## config.mk

```make
export PLATFORM = sky130hd
export DESIGN_NAME = event_timestamp_logger
export DESIGN_NICKNAME = d
export VERILOG_FILES = /design/src/rtl/event_timestamp_logger.sv
export SDC_FILE = /design/constraint.sdc
export NUM_CORES = 1
export LEC_CHECK = 0
export CAP_MARGIN = 20
export CORE_UTILIZATION = 60
export DETAILED_ROUTE_END_ITERATION = 10
export HOLD_SLACK_MARGIN = 0.06
export PLACE_DENSITY_LB_ADDON = 0.1
export SYNTH_ARGS = -nofsm -noshare
export SYNTH_HDL_FRONTEND = slang
export SYNTH_SLANG_ARGS = --single-unit
```

## constraint.sdc

```tcl
create_clock -name clk -period 12.4 [get_ports clk]
set_clock_uncertainty 0.2 [all_clocks]
set_input_delay 1.24 -clock clk [delete_from_list [all_inputs] [get_ports clk]]
set_output_delay 1.24 -clock clk [all_outputs]
set_load 0.02 [all_outputs]
```

## src/rtl/event_timestamp_logger.sv

```systemverilog
// event_timestamp_logger
//   Snapshots CHANNELS data buses each enabled clock, decides whether the
//   snapshot is worth logging (baseline / on-change / periodic), stamps it
//   with a free-running cycle counter and queues it in a first-word-fall-
//   through FIFO drained through a valid/ready port.
//
// Ports
//   clk, rst        single rising-edge clock, synchronous active-high reset
//   enable          capture enable; a low cycle forces a fresh baseline
//   log_mode        0 = log on change, 1 = log every PERIOD captures
//   sample_in       channel c in bits [c*DATA_W +: DATA_W]
//   out_valid       head record available
//   out_ready       consumer accepts the head record
//   out_ts          capture timestamp of the head record
//   out_mask        per-channel changed flags of the head record
//   out_data        snapshot of the head record
//   out_wrap        timestamp counter wrapped since the previous record
//   fifo_level      number of stored records
//   overflow_count  records dropped because the FIFO was full (saturating)
module event_timestamp_logger #(
  parameter int CHANNELS = 2,
  parameter int DATA_W   = 8,
  parameter int TS_W     = 32,
  parameter int DEPTH    = 16,
  parameter int PERIOD   = 10
) (
  input  logic                         clk,
  input  logic                         rst,
  input  logic                         enable,
  input  logic                         log_mode,
  input  logic [CHANNELS*DATA_W-1:0]   sample_in,
  output logic                         out_valid,
  input  logic                         out_ready,
  output logic [TS_W-1:0]              out_ts,
  output logic [CHANNELS-1:0]          out_mask,
  output logic [CHANNELS*DATA_W-1:0]   out_data,
  output logic                         out_wrap,
  output logic [$clog2(DEPTH):0]       fifo_level,
  output logic [15:0]                  overflow_count
);

  localparam int SNAP_W = CHANNELS * DATA_W;
  localparam int REC_W  = TS_W + CHANNELS + SNAP_W + 1;
  localparam int PTR_W  = $clog2(DEPTH);
  localparam int LVL_W  = PTR_W + 1;
  localparam int PCNT_W = (PERIOD > 1) ? $clog2(PERIOD) : 1;
  localparam logic [PCNT_W-1:0] PCNT_LAST = PCNT_W'(PERIOD - 1);
  localparam logic [LVL_W-1:0]  LVL_FULL  = LVL_W'(DEPTH);

  function automatic logic [15:0] sat_inc16(input logic [15:0] v);
    return (v == 16'hFFFF) ? v : v + 16'd1;
  endfunction

  logic [TS_W-1:0]     ts_cnt_q, ts_cnt_d;
  logic                wrap_q, wrap_d;
  logic [SNAP_W-1:0]   cur_q, cur_d;
  logic [TS_W-1:0]     cap_ts_q, cap_ts_d;
  logic [CHANNELS-1:0] cap_mask_q, cap_mask_d;
  logic                cap_log_q, cap_log_d;
  logic                baseline_pending_q, baseline_pending_d;
  logic [PCNT_W-1:0]   period_cnt_q, period_cnt_d;
  logic                mode_q, mode_d;
  logic [REC_W-1:0]    mem_q [DEPTH];
  logic [PTR_W-1:0]    wr_ptr_q, wr_ptr_d, rd_ptr_q, rd_ptr_d, rd_next;
  logic [LVL_W-1:0]    level_q, level_d;
  logic [15:0]         ovf_q, ovf_d;
  logic [REC_W-1:0]    head_q, head_d;
  logic                valid_q, valid_d;

  logic [CHANNELS-1:0] chg_mask;
  logic [PCNT_W-1:0]   period_eff;
  logic                mode_chg, take_base;
  logic                pop, full, push_ok, drop;
  logic [REC_W-1:0]    new_rec;

  // Stage 1: capture and log decision. The change mask is formed against
  // the previous enabled capture (cur_q) while the new one is registered,
  // so the decision travels with the snapshot into the push stage.
  always_comb begin
    chg_mask = '0;
    for (int c = 0; c < CHANNELS; c++) begin
      chg_mask[c] = sample_in[c*DATA_W +: DATA_W] != cur_q[c*DATA_W +: DATA_W];
    end
    // A mode switch restarts the period phase and forces a baseline,
    // effective for a capture taken on the switching edge itself.
    mode_chg   = log_mode != mode_q;
    take_base  = baseline_pending_q | mode_chg;
    period_eff = mode_chg ? '0 : period_cnt_q;

    mode_d             = log_mode;
    cur_d              = cur_q;
    cap_ts_d           = cap_ts_q;
    cap_mask_d         = cap_mask_q;
    cap_log_d          = 1'b0;
    baseline_pending_d = 1'b1;
    period_cnt_d       = period_eff;
    if (enable) begin
      cur_d              = sample_in;
      cap_ts_d           = ts_cnt_q;
      cap_mask_d         = take_base ? '1 : chg_mask;
      cap_log_d          = take_base | (log_mode ? (period_eff == '0) : (|chg_mask));
      baseline_pending_d = 1'b0;
      period_cnt_d       = (period_eff == PCNT_LAST) ? '0 : period_eff + 1'b1;
    end
  end

  // Stage 2: push into the FIFO and maintain the registered head record.
  always_comb begin
    new_rec  = {cap_ts_q, cap_mask_q, cur_q, wrap_q};
    pop      = valid_q & out_ready;
    full     = level_q == LVL_FULL;
    // A pop on the same edge frees the slot the push needs.
    push_ok  = cap_log_q & (~full | pop);
    drop     = cap_log_q & full & ~pop;
    level_d  = level_q + LVL_W'(push_ok) - LVL_W'(pop);
    wr_ptr_d = push_ok ? wr_ptr_q + 1'b1 : wr_ptr_q;
    rd_next  = rd_ptr_q + 1'b1;
    rd_ptr_d = pop ? rd_next : rd_ptr_q;
    valid_d  = level_d != '0;
    ovf_d    = drop ? sat_inc16(ovf_q) : ovf_q;

    // Head is held when the queue drains so out_* keep their last values.
    head_d = head_q;
    if (pop) begin
      if (level_q > LVL_W'(1)) begin
        head_d = mem_q[rd_next];
      end else if (push_ok) begin
        head_d = new_rec;
      end
    end else if (level_q == '0 && push_ok) begin
      head_d = new_rec;
    end

    ts_cnt_d = ts_cnt_q + 1'b1;
    // A wrap on the same edge as a push belongs to the next record.
    wrap_d   = (&ts_cnt_q) | (wrap_q & ~push_ok);
  end

  always_ff @(posedge clk) begin
    if (rst) begin
      ts_cnt_q           <= '0;
      wrap_q             <= 1'b0;
      cur_q              <= '0;
      cap_ts_q           <= '0;
      cap_mask_q         <= '0;
      cap_log_q          <= 1'b0;
      baseline_pending_q <= 1'b1;
      period_cnt_q       <= '0;
      mode_q             <= 1'b0;
      wr_ptr_q           <= '0;
      rd_ptr_q           <= '0;
      level_q            <= '0;
      ovf_q              <= '0;
      head_q             <= '0;
      valid_q            <= 1'b0;
    end else begin
      ts_cnt_q           <= ts_cnt_d;
      wrap_q             <= wrap_d;
      cur_q              <= cur_d;
      cap_ts_q           <= cap_ts_d;
      cap_mask_q         <= cap_mask_d;
      cap_log_q          <= cap_log_d;
      baseline_pending_q <= baseline_pending_d;
      period_cnt_q       <= period_cnt_d;
      mode_q             <= mode_d;
      wr_ptr_q           <= wr_ptr_d;
      rd_ptr_q           <= rd_ptr_d;
      level_q            <= level_d;
      ovf_q              <= ovf_d;
      head_q             <= head_d;
      valid_q            <= valid_d;
    end
  end

  always_ff @(posedge clk) begin
    if (push_ok) begin
      mem_q[wr_ptr_q] <= new_rec;
    end
  end

  assign out_valid      = valid_q;
  assign out_ts         = head_q[REC_W-1 -: TS_W];
  assign out_mask       = head_q[SNAP_W+1 +: CHANNELS];
  assign out_data       = head_q[1 +: SNAP_W];
  assign out_wrap       = head_q[0];
  assign fifo_level     = level_q;
  assign overflow_count = ovf_q;

endmodule

```

==> metrics.md, run 1 <==
| Metric | Value |
|---|---|
| Post-CTS setup buffers | 0 |
| Max-capacitance violation count | 0 |
| Worst endpoint required time | 12.73 ns |
| Final Net Count | 2,158 |
| Fmax | 0.2148 GHz |
| Number of port buffers | 93 |
| Instance count of the mapped netlist | 2,016 |
| Distinct cell type count of the synthesized netlist | 49 |
| Post-synthesis async set-or-reset flop share | 0% |
| Yosys reg bits | 987 |
| Final clock period utilization by the worst path | 37.54% |
| Top-level I/O count | 94 |
| Syn Area/Cell | 18.99 um2 |
| Final antenna diode count | 0 |
| WL per Instance | 26.86 um |
| Cell with the most instances after synthesis | sky130_fd_sc_hd__edfxtp_1 |
| Max IR drop VDD | 126.0 uV |
| Die ar. | 64,830 um2 |
| Dpl hpwl | 46.17 mm |
| Worst slew margin | 22.65% |
| Hold_buf cts | 0 |
| Number of iterations in the first detailed-routing pass | 5 |
| Final antenna-violating net count | 0 |
| Clock slew at reported path FFs | 0.07 ns |
| Leading area contributor after synthesis | sky130_fd_sc_hd__edfxtp_1 |
| Top cells by count, synth | 816 x sky130_fd_sc_hd__edfxtp_1, 204 x sky130_fd_sc_hd__mux4_2, 171 x sky130_fd_sc_hd__dfxtp_1 |
| H-tree levels | 3 |
| Unrepaired setup endpoints after global routing | no |
| Run status | finished, final reports clean |
| Signed area change from the synthesized netlist to the final layout | 13.31% |
| Portion of synthesized cell area occupied by the leading cell type | 64.00% |
| Top cells by area, synth | sky130_fd_sc_hd__edfxtp_1 64%, sky130_fd_sc_hd__mux4_2 12%, sky130_fd_sc_hd__dfxtp_1 8.9% |
| Minimum clock period after layout | 4.655 ns |
| Capturing element type of the critical path | register |
| Combined global-route utilization of all metal layers | 26.22% |
| Number of DRC violations after detailed-routing iteration 0 | 1,763 |
| Vias | 19,370 |
| Number of enable flip-flop cells after synthesis | 816 |
| Clock tree buffer depth | 3 |
| Initial cell density of the core | 60.70% |
| Worst slew pin tran | 1.160 ns |
| Later-pin clock latency in the skew report | 0.65 ns |
| Number of pins with negative max-slew slack in the final report | 0 |
| CP Launch Type | register |
| DR vias/cell | 6.356 |
| CP Max Fanout | 53 |
| Share of post-route cells with drive strength above 1 | 19.12% |
| Post-cts repair resize count | 0 |
| Root buf cell | sky130_fd_sc_hd__clkbuf_16 |
| Worst min path class | register to register |
| Initial antenna violation count | 0 |
| Path type of the worst setup path | register to register |
| Number of clock sinks seen by CTS | 987 |
| Pwr Density | 180.9 nW/um2 |
| Synthesis warning total | 0 |
| Cell area after synthesis | 38,290 um2 |
| Fill cells | 4,090 |
| Worst hold margin | 0.2926 ns |
| Maximum number of pins on one net before global-route repair | 140 |
| Sum of routed wire length over all layers | 81.87 mm |
| Area of the core region | 63,080 um2 |
| Number of placed instances, taps included | 2,867 |
| Net Count, Synth | 2,054 |
| Cts bufs inserted | 96 |
| Site Rows | 92 |
| Sequential element share of the synthesized area | 72.94% |
| Most used flip-flop cell after synthesis | sky130_fd_sc_hd__edfxtp_1 |
| CTS tree | built |
| Total power of the final layout | 7.846 mW |
| # DRC | 0 |
| Floorplan die height | 254.6 um |
| Critical path data arrival time | 4.98 ns |
| Vias in the first global route | 19,570 |
| Wire length of the first global-routing pass | 123.8 mm |
| Filler-free cell count of the finished design | 3,048 |
| Leak | 15.05 nW |
| Overall die width | 254.6 um |
| Remaining global-route overflow | 0 |
| Final RePlAce weighted congestion | 0.7833 |
| Number of setup violations in the final report | 0 |
| Hold Vio Cnt, Final | 0 |
| Setup_tns | 0 ns |
layout make-up:
cell class | count | area, um2 | area share (%)
well taps | 846 | 1059 | 2.440
clock inverters | 45 | 535.5 | 1.234
multi-input cells | 886 | 9831 | 22.66
clock buffers | 135 | 2711 | 6.250
flip-flops and latches | 987 | 27930 | 64.38
inverters | 18 | 67.56 | 0.1557
repair buffers | 131 | 1247 | 2.876
cell families (layout without fill, tap and decap cells):
logic type	Yosys count	count (layout)	share of synthesized area, %
AND/OR/NAND/NOR	307	307	4.281
adder cells (fa/ha/maj)	17	17	0.5752
multiplexers	360	360	16.08
AO/OA/AOI/OAI	133	133	2.699
buffers and inverters	143	329	1.840
flip-flops	987	987	72.94
XOR/XNOR	69	69	1.578
stage by stage:
| stage | util [%] | worst slack, ns | area (um2) |
|---|---|---|---|
| after floorplan | - | 6.041 | 38290 |
| after global placement | 63.58 | 7.276 | 40110 |
| after detailed placement | 63.58 | 7.200 | 40110 |
| after CTS | 68.73 | 7.668 | 43350 |
| after global routing | 68.77 | 7.439 | 43380 |
| final | 68.77 | 7.745 | 43380 |
routing by layer:
layer  GRT usage (%)  wire [um]  vias up
li1                -          -     8380
met1           37.67      34460    10160
met2           40.65      38840      694
met3           6.134       6468      136
met4           7.562       2102        0
met5               0          0        -
sequential cells by signal (all words and copies together), names as in the netlist, 2 cells and up:
signal,cells
mem_q,816
head_q,51
cap_ts_q,32
ts_cnt_q,32
cur_q,16
overflow_count,16
fifo_level,5
period_cnt_q,4
rd_ptr_q,4
wr_ptr_q,4
cap_mask_q,2
final timing paths:
kind | start | to | slack, ns | depth (start not counted)
worst max register to register | rd_ptr_q[0] | head_q[23] | 7.74 | 7
worst max-delay path | rd_ptr_q[0] | head_q[23] | 7.74 | 7
worst min-delay path | head_q[29] | head_q[29] | 0.29 | 1
worst min register to register | head_q[29] | head_q[29] | 0.29 | 1
cells in the final DEF, fill, tap and decap left out, types with 5 or more instances in the layout:
master,netlist,layout
sky130_fd_sc_hd__edfxtp_1,816,816
sky130_fd_sc_hd__mux4_2,204,204
sky130_fd_sc_hd__dfxtp_1,171,170
sky130_fd_sc_hd__mux2i_1,154,154
sky130_fd_sc_hd__nor2_1,131,119
sky130_fd_sc_hd__clkbuf_16,0,98
sky130_fd_sc_hd__clkdlybuf4s50_1,0,91
sky130_fd_sc_hd__o22ai_1,53,53
sky130_fd_sc_hd__nor4b_1,50,50
sky130_fd_sc_hd__a311o_1,50,50
sky130_fd_sc_hd__xor2_1,48,47
sky130_fd_sc_hd__buf_4,1,37
sky130_fd_sc_hd__nand2_1,32,31
sky130_fd_sc_hd__clkbuf_1,60,25
sky130_fd_sc_hd__nand3_1,22,21
sky130_fd_sc_hd__xnor2_1,21,21
sky130_fd_sc_hd__nand4_1,19,19
sky130_fd_sc_hd__inv_1,16,16
sky130_fd_sc_hd__clkinv_2,0,16
sky130_fd_sc_hd__ha_1,16,15
sky130_fd_sc_hd__nor2_4,0,12
sky130_fd_sc_hd__clkbuf_8,0,12
sky130_fd_sc_hd__bufinv_16,0,11
sky130_fd_sc_hd__nor4_1,10,10
sky130_fd_sc_hd__nor2b_1,9,9
sky130_fd_sc_hd__and3_1,9,9
sky130_fd_sc_hd__a21oi_1,9,9
sky130_fd_sc_hd__clkinv_1,0,7
sky130_fd_sc_hd__a211oi_1,6,6
sky130_fd_sc_hd__nor3_2,2,5
sky130_fd_sc_hd__and4_1,5,5
power breakdown:
| group | internal, mW | total (mW) | switching, mW |
|---|---|---|---|
| clock network | 1.76 | 2.97 | 1.21 |
| logic | 0.530 | 1.14 | 0.608 |
| registers | 3.64 | 3.74 | 0.0958 |
worst max-delay path, stage by stage, from the launching register on:
cell	delay [ns]
sky130_fd_sc_hd__dfxtp_4	0.92
sky130_fd_sc_hd__nand3_1	0.41
sky130_fd_sc_hd__xor2_4	0.21
sky130_fd_sc_hd__buf_4	0.81
sky130_fd_sc_hd__buf_4	0.96
sky130_fd_sc_hd__mux2i_1	0.43
sky130_fd_sc_hd__o22ai_1	0.15
sky130_fd_sc_hd__a311o_1	0.30
Power figures use the tool's default switching activity.
==> inputs of run 2 (changes only) <==
==> constraint.sdc (replaced) <==
create_clock -name clk -period 4.8 [get_ports clk]
set_clock_uncertainty 0.2 [all_clocks]
set_input_delay 0.48 -clock clk [delete_from_list [all_inputs] [get_ports clk]]
set_output_delay 0.48 -clock clk [all_outputs]
set_load 0.02 [all_outputs]
==> run 2 against run 1 <==
Against the previous run:
- maximum frequency increased by 27%
- largest power group unchanged
- power rose to 2.6 times the previous value
- cell count rose by 0.59%
- critical endpoint is now out_valid
- worst hold slack got worse by 0.18 ns
- sequential share of layout area shrank 0.52 points
==> metrics.md, run 2 (synthesized netlist as in run 1, its figures left out) <==
| Metric | Value |
|---|---|
| Remaining global-route overflow | 0 (unchanged) |
| Initial cell density of the core | 60.70% (unchanged) |
| Max FFs per register | 816 (unchanged) |
| Hold Vio Cnt, Final | 0 (unchanged) |
| Total power of the final layout | 20.13 mW (was 7.846 mW) |
| Number of pins with negative max-slew slack in the final report | 0 (unchanged) |
| Worst endpoint required time | 5.09 ns (was 12.73 ns) |
| Most flop-heavy register | mem_q (unchanged) |
| Post-Route Utilization | 69.34% (was 68.77%) |
| Unrepaired setup endpoints after global routing | no (unchanged) |
| Combined global-route utilization of all metal layers | 27.34% (was 26.22%) |
| Number of setup violations in the final report | 0 (unchanged) |
| Number of port buffers | 93 (unchanged) |
| Maximum number of pins on one net before global-route repair | 102 (was 140) |
| Capturing element type of the critical path | register (unchanged) |
| Path type of the worst setup path | register to register (unchanged) |
| Final clock period utilization by the worst path | 76.56% (was 37.54%) |
| CTS tree | built (unchanged) |
| Minimum clock period after layout | 3.675 ns (was 4.655 ns) |
| Signed area change from the synthesized netlist to the final layout | 14.24% (was 13.31%) |
| Fill cells | 4,075 (was 4,090) |
| DR vias/cell | 6.478 (was 6.356) |
| Site Rows | 92 (unchanged) |
| Most common library cell in the layout ignoring fill and taps | sky130_fd_sc_hd__edfxtp_1 (unchanged) |
| Later-pin clock latency in the skew report | 0.64 ns (was 0.65 ns) |
| Max-capacitance violation count | 0 (unchanged) |
| Sum of routed wire length over all layers | 86.11 mm (was 81.87 mm) |
| CP Launch Type | register (unchanged) |
| H-tree levels | 3 (unchanged) |
| Cts bufs inserted | 96 (unchanged) |
| Pwr Density | 460.3 nW/um2 (was 180.9 nW/um2) |
| Top-level I/O count | 94 (unchanged) |
| Area of the core region | 63,080 um2 (unchanged) |
| Final antenna-violating net count | 0 (unchanged) |
| Worst slew pin tran | 1.072 ns (was 1.160 ns) |
| Final Net Count | 2,173 (was 2,158) |
| Leak | 15.15 nW (was 15.05 nW) |
| Vias in the first global route | 20,400 (was 19,570) |
| Vias | 19,860 (was 19,370) |
| Number of DRC violations after detailed-routing iteration 0 | 1,796 (was 1,763) |
| Highest-count cells in the layout ignoring fill and taps | 816 x sky130_fd_sc_hd__edfxtp_1, 204 x sky130_fd_sc_hd__mux4_2, 170 x sky130_fd_sc_hd__dfxtp_1 (unchanged) |
| Setup_tns | 0 ns (unchanged) |
| Clock tree buffer depth | 3 (unchanged) |
| Part of the power in the clock network | 37.6% (was 37.9%) |
| Run status | finished, final reports clean (unchanged) |
| Switching share of power | 24.52% (was 24.42%) |
| Root buf cell | sky130_fd_sc_hd__clkbuf_16 (unchanged) |
| Critical path data arrival time | 3.96 ns (was 4.98 ns) |
| Relative contribution of sequential cells to total power | 47.7% (was 47.6%) |
| Final RePlAce weighted congestion | 0.7882 (was 0.7833) |
| Share of post-route cells with drive strength above 1 | 19.74% (was 19.12%) |
| Worst min path class | input pin to register (was register to register) |
| Wire length of the first global-routing pass | 128.1 mm (was 123.8 mm) |
| Die ar. | 64,830 um2 (unchanged) |
| Fmax | 0.2721 GHz (was 0.2148 GHz) |
| WL per Instance | 28.09 um (was 26.86 um) |
| # DRC | 0 (unchanged) |
| Dpl hpwl | 43.64 mm (was 46.17 mm) |
| Worst slew margin | 28.55% (was 22.65%) |
| Internal cell power | 15.20 mW (was 5.930 mW) |
| Overall die width | 254.6 um (unchanged) |
| Floorplan die height | 254.6 um (unchanged) |
| Number of clock sinks seen by CTS | 987 (unchanged) |
| Power dissipated by switching net loads | 4.935 mW (was 1.916 mW) |
| Clock slew at reported path FFs | 0.06 ns (was 0.07 ns) |
| Comb power frac | 14.7% (was 14.5%) |
| Initial antenna violation count | 2 (was 0) |
| Largest registers | mem_q (816), head_q (51) (unchanged) |
| CP Max Fanout | 9 (was 53) |
| Max IR drop VDD | 341.3 uV (was 126.0 uV) |
| Number of iterations in the first detailed-routing pass | 5 (unchanged) |
[run 2: cell count changes in the layout (fill, tap and decap cells not counted), sizes merged]
| cell | change |
|---|---|
| inv | +1 |
| bufinv | -6 |
| clkinv | +5 |
| diode | +1 |
| buf | +14 |
| dlygate4sd3 | +1 |
| clkbuf | +2 |
[run 2: layer usage]
| layer | GRT usage [%] | up-vias | wire length (um) |
|---|---|---|---|
| met1 | 39.38 | 10510 | 35580 |
| met3 | 4.409 | 114 | 6959 |
| met4 | 7.271 | 0 | 1488 |
| met5 | 0 | - | 0 |
| met2 | 44.05 | 800 | 42080 |
| li1 | - | 8435 | - |
[run 2: cell type report]
type / count / area [um2] / share of cell area [%]
Antenna cell: 1 / 2.502 / 0.005721
Clock buffer: 137 / 2858 / 6.534
Clock inverter: 45 / 367.9 / 0.8411
Inverter: 18 / 67.56 / 0.1545
Multi-Input combinational cell: 886 / 9847 / 22.51
Sequential cell: 987 / 27930 / 63.86
Tap cell: 846 / 1059 / 2.420
Timing Repair Buffer: 146 / 1605 / 3.670
[run 2: power groups by stage]
stage / Sequential [mW] / Combinational (mW) / Clock [mW]
6_report: 9.61 / 2.95 / 7.57
5_1_grt: 9.63 / 3.15 / 7.97
4_1_cts: 9.61 / 2.99 / 7.67
3_5_place_dp: 9.79 / 2.96 / 0
3_3_place_gp: 9.78 / 2.94 / 0
2_1_floorplan: 9.84 / 2.01 / 0
[run 2: path summary, 6_finish.rpt]
path / start / slack [ns] / depth (start not counted) / end
worst min register to register: head_q[14] / 0.30 / 1 / head_q[14]
worst max-delay path: fifo_level[2] / 1.13 / 13 / out_valid
worst min-delay path: enable / 0.12 / 2 / baseline_pending_q
worst max register to register: fifo_level[2] / 1.13 / 13 / out_valid
[run 2: critical path, stage by stage, from the launching register on]
cell,delay (ns)
sky130_fd_sc_hd__dfxtp_1,0.35
sky130_fd_sc_hd__inv_1,0.09
sky130_fd_sc_hd__ha_1,0.22
sky130_fd_sc_hd__nor3b_1,0.16
sky130_fd_sc_hd__a31oi_1,0.67
sky130_fd_sc_hd__inv_1,0.20
sky130_fd_sc_hd__ha_1,0.33
sky130_fd_sc_hd__inv_1,0.05
sky130_fd_sc_hd__ha_1,0.21
sky130_fd_sc_hd__fa_1,0.44
sky130_fd_sc_hd__a21oi_1,0.16
sky130_fd_sc_hd__o21bai_1,0.11
sky130_fd_sc_hd__xor2_1,0.20
sky130_fd_sc_hd__a41oi_1,0.13
[run 2: what timing repair did]
| action | 4_1_cts | 5_1_grt |
|---|---|---|
| setup buffers | 0 | 0 |
| hold buffers | 1 | 0 |
| resized for setup | 0 | 0 |
| setup endpoints to repair | 0 | 0 |
| hold endpoints to repair | 1 | 0 |
[run 2: stage by stage]
step | cell area [um2] | worst slack, ns | hold slack [ns] | std cells
floorplan | 38310 | 0.3106 | 0.2387 | 2016
finish | 43740 | 1.125 | 0.1175 | 3066
global route | 43730 | 0.9088 | 0.1103 | 3065
global placement | 40480 | 0.7643 | 0.2610 | 2881
detailed placement | 40500 | 0.7147 | 0.2895 | 2882
CTS | 43730 | 1.156 | 0.07603 | 3065
==> inputs of run 3 (changes only) <==
==> constraint.sdc (replaced) <==
create_clock -name clk -period 3.43 [get_ports clk]
set_clock_uncertainty 0.2 [all_clocks]
set_input_delay 0.343 -clock clk [delete_from_list [all_inputs] [get_ports clk]]
set_output_delay 0.343 -clock clk [all_outputs]
set_load 0.02 [all_outputs]
==> run 3 against run 2 <==
Against the previous run:
- design area increased by 0.82%
- count of clock-buffer cells in the layout unchanged
- combinational power grew 45%
- non-clock buffer count up 28
- via count hardly changed
- clock power rose by 39%
- utilization increased by 0.57 points
- register-to-register slack worse by 0.74 ns
- cell count increased by 0.78%
- sequential share of layout area down 0.52 points
- maximum frequency rose by 21%
==> metrics.md, run 3 (synthesized netlist as in run 1, its figures left out) <==
| Metric | Value |
|---|---|
| Register area | 27,930 um2 (unchanged) |
| H-tree levels | 3 (unchanged) |
| Top delay family on crit path | adder cells (unchanged) |
| Initial cell density of the core | 60.70% (unchanged) |
| Area of the multi-input gates | 9856 um2 (was 9847 um2) |
| Signed area change from the synthesized netlist to the final layout | 15.17% (was 14.24%) |
| CP Max Fanout | 3 (was 9) |
| Worst Hold Depth | 3 (was 2) |
| Overall die width | 254.6 um (unchanged) |
| Number of port buffers | 93 (unchanged) |
| Filler-free cell count of the finished design | 3,090 (was 3,066) |
| Slowest library cell on the worst path | sky130_fd_sc_hd__fa_1 (was sky130_fd_sc_hd__a31oi_1) |
| Share of post-route cells with drive strength above 1 | 20.41% (was 19.74%) |
| Dpl hpwl | 46.59 mm (was 43.64 mm) |
| Vias in the first global route | 20,060 (was 20,400) |
| Largest registers | mem_q (816), head_q (51) (unchanged) |
| Worst slew margin | 28.58% (was 28.55%) |
| Max IR drop VDD | 497.7 uV (was 341.3 uV) |
| Unrepaired setup endpoints after global routing | no (unchanged) |
| Pwr Density | 639.0 nW/um2 (was 460.3 nW/um2) |
| Worst slew pin tran | 1.071 ns (was 1.072 ns) |
| Number of placed instances, taps included | 2,909 (was 2,882) |
| Leak | 15.30 nW (was 15.15 nW) |
| Wire length of the first global-routing pass | 127.7 mm (was 128.1 mm) |
| Fill cells | 3,995 (was 4,075) |
| Number of pins with negative max-slew slack in the final report | 0 (unchanged) |
| CP Launch Type | register (unchanged) |
| Max-capacitance violation count | 0 (unchanged) |
| Die ar. | 64,830 um2 (unchanged) |
| Vias | 19,850 (was 19,860) |
| Number of setup violations in the final report | 0 (unchanged) |
| Sum of routed wire length over all layers | 86.41 mm (was 86.11 mm) |
| # DRC | 0 (unchanged) |
| Final clock period utilization by the worst path | 88.74% (was 76.56%) |
| Setup_tns | 0 ns (unchanged) |
| Length in cells of the worst reg-to-reg path | 13 (unchanged) |
| Hold Vio Cnt, Final | 0 (unchanged) |
| CTS tree | built (unchanged) |
| Worst endpoint required time | 3.71 ns (was 5.09 ns) |
| Remaining global-route overflow | 0 (unchanged) |
| Total power of the final layout | 28.18 mW (was 20.13 mW) |
| Cts bufs inserted | 96 (unchanged) |
| Post-cts repair resize count | 0 (unchanged) |
| Post-CTS setup buffers | 0 (unchanged) |
| Area of the core region | 63,080 um2 (unchanged) |
| Capturing element type of the critical path | register (unchanged) |
| Root buf cell | sky130_fd_sc_hd__clkbuf_16 (unchanged) |
| Max FFs per register | 816 (unchanged) |
| Fmax | 0.3285 GHz (was 0.2721 GHz) |
| Number of clock sinks seen by CTS | 987 (unchanged) |
| Path type of the worst setup path | register to register (unchanged) |
| DR vias/cell | 6.423 (was 6.478) |
| Final antenna-violating net count | 0 (unchanged) |
| Final antenna diode count | 0 (was 1) |
| Critical Path Max Stage Delay | 0.44 ns (was 0.67 ns) |
| Combined global-route utilization of all metal layers | 27.40% (was 27.34%) |
| Number of DRC violations after detailed-routing iteration 0 | 1,626 (was 1,796) |
| Highest-count cells in the layout ignoring fill and taps | 816 x sky130_fd_sc_hd__edfxtp_1, 204 x sky130_fd_sc_hd__mux4_2, 170 x sky130_fd_sc_hd__dfxtp_1 (unchanged) |
| WL per Instance | 27.96 um (was 28.09 um) |
| Run status | finished, final reports clean (unchanged) |
| Floorplan die height | 254.6 um (unchanged) |
| Top-level I/O count | 94 (unchanged) |
| Initial antenna violation count | 0 (was 2) |
| Clock tree buffer depth | 3 (unchanged) |
| Clock slew at reported path FFs | 0.06 ns (about the same) |
| Final RePlAce weighted congestion | 0.8128 (was 0.7882) |
| Minimum clock period after layout | 3.044 ns (was 3.675 ns) |
| Site Rows | 92 (unchanged) |
| Hold_buf cts | 1 (unchanged) |
| Number of buffer and inverter instances along the worst setup path | 3 (unchanged) |
| Worst min path class | input pin to register (unchanged) |
| Series of cell instances along the critical path | inv_1 > ha_1 > nor3b_1 > a31oi_2 > inv_1 > ha_1 > inv_1 > ha_1 > fa_1 > a21oi_1 > o21bai_1 > xor2_1 > a41oi_1 (was inv_1 > ha_1 > nor3b_1 > a31oi_1 > inv_1 > ha_1 > inv_1 > ha_1 > fa_1 > a21oi_1 > o21bai_1 > xor2_1 > a41oi_1) |
| Final Net Count | 2,201 (was 2,173) |
| Number of iterations in the first detailed-routing pass | 5 (unchanged) |
| Post-Route Utilization | 69.90% (was 69.34%) |
| Maximum number of pins on one net before global-route repair | 109 (was 102) |
| Most flop-heavy register | mem_q (unchanged) |
| Later-pin clock latency in the skew report | 0.64 ns (about the same) |
| WP depth | 13 (unchanged) |
| Most common library cell in the layout ignoring fill and taps | sky130_fd_sc_hd__edfxtp_1 (unchanged) |
| Critical path data arrival time | 3.32 ns (was 3.96 ns) |
[run 3: changes by cell type in the layout (fill, tap and decap cells not counted), moves of 2 or more]
cell                         previous run  this run
sky130_fd_sc_hd__buf_12                22        39
sky130_fd_sc_hd__buf_4                 31        41
sky130_fd_sc_hd__clkinv_2              20        14
sky130_fd_sc_hd__clkbuf_1              21        26
sky130_fd_sc_hd__clkbuf_16            105       100
sky130_fd_sc_hd__clkinv_4               3         0
sky130_fd_sc_hd__bufinv_16              5         7
sky130_fd_sc_hd__clkinvlp_4             4         6
sky130_fd_sc_hd__inv_6                  2         4
[run 3: per-stage QoR]
stage | area (um2) | hold WS (ns) | setup WS (ns)
3_5_place_dp | 40920 | 0.2746 | 0.2845
5_1_grt | 44100 | 0.1694 | 0.1616
6_report | 44100 | 0.1682 | 0.3861
4_1_cts | 44090 | 0.06549 | 0.3829
3_3_place_gp | 40920 | 0.2610 | 0.2990
2_1_floorplan | 38390 | 0.2387 | -0.1043
[run 3: layout make-up]
type                    count  area share (%)
multi-input cells         886           22.35
well taps                 846           2.400
repair buffers            174           4.605
clock inverters            42          0.9108
inverters                  18          0.1532
clock buffers             137           6.240
flip-flops and latches    987           63.34
[run 3: report_power, final]
group          leakage, nW  switching [mW]  total, mW  internal [mW]
Combinational         4.44            2.25       4.28           2.03
Clock                 1.53            4.36       10.5           6.11
Sequential            9.33           0.264       13.4           13.2
[run 3: path summary, 6_finish.rpt]
path                 startpoint   endpoint  slack [ns]
max               fifo_level[2]  out_valid        0.39
min                sample_in[2]   cur_q[2]        0.17
max reg2reg       fifo_level[2]  out_valid        0.39
min reg2reg  baseline_pending_q  cap_log_q        0.27
[run 3: routing by layer]
layer  track usage, %  wire length, um  up-vias
met4            7.305             1908        0
met1            38.74            35940    10510
met5                0                0        -
met3            4.725             5892      145
li1                 -                -     8475
met2            44.72            42660      721
[run 3: worst min-delay path, stage by stage]
cell and delay [ns]:
sky130_fd_sc_hd__clkdlybuf4s50_1 0.43, sky130_fd_sc_hd__mux2i_1 0.14, sky130_fd_sc_hd__nor2_1 0.05
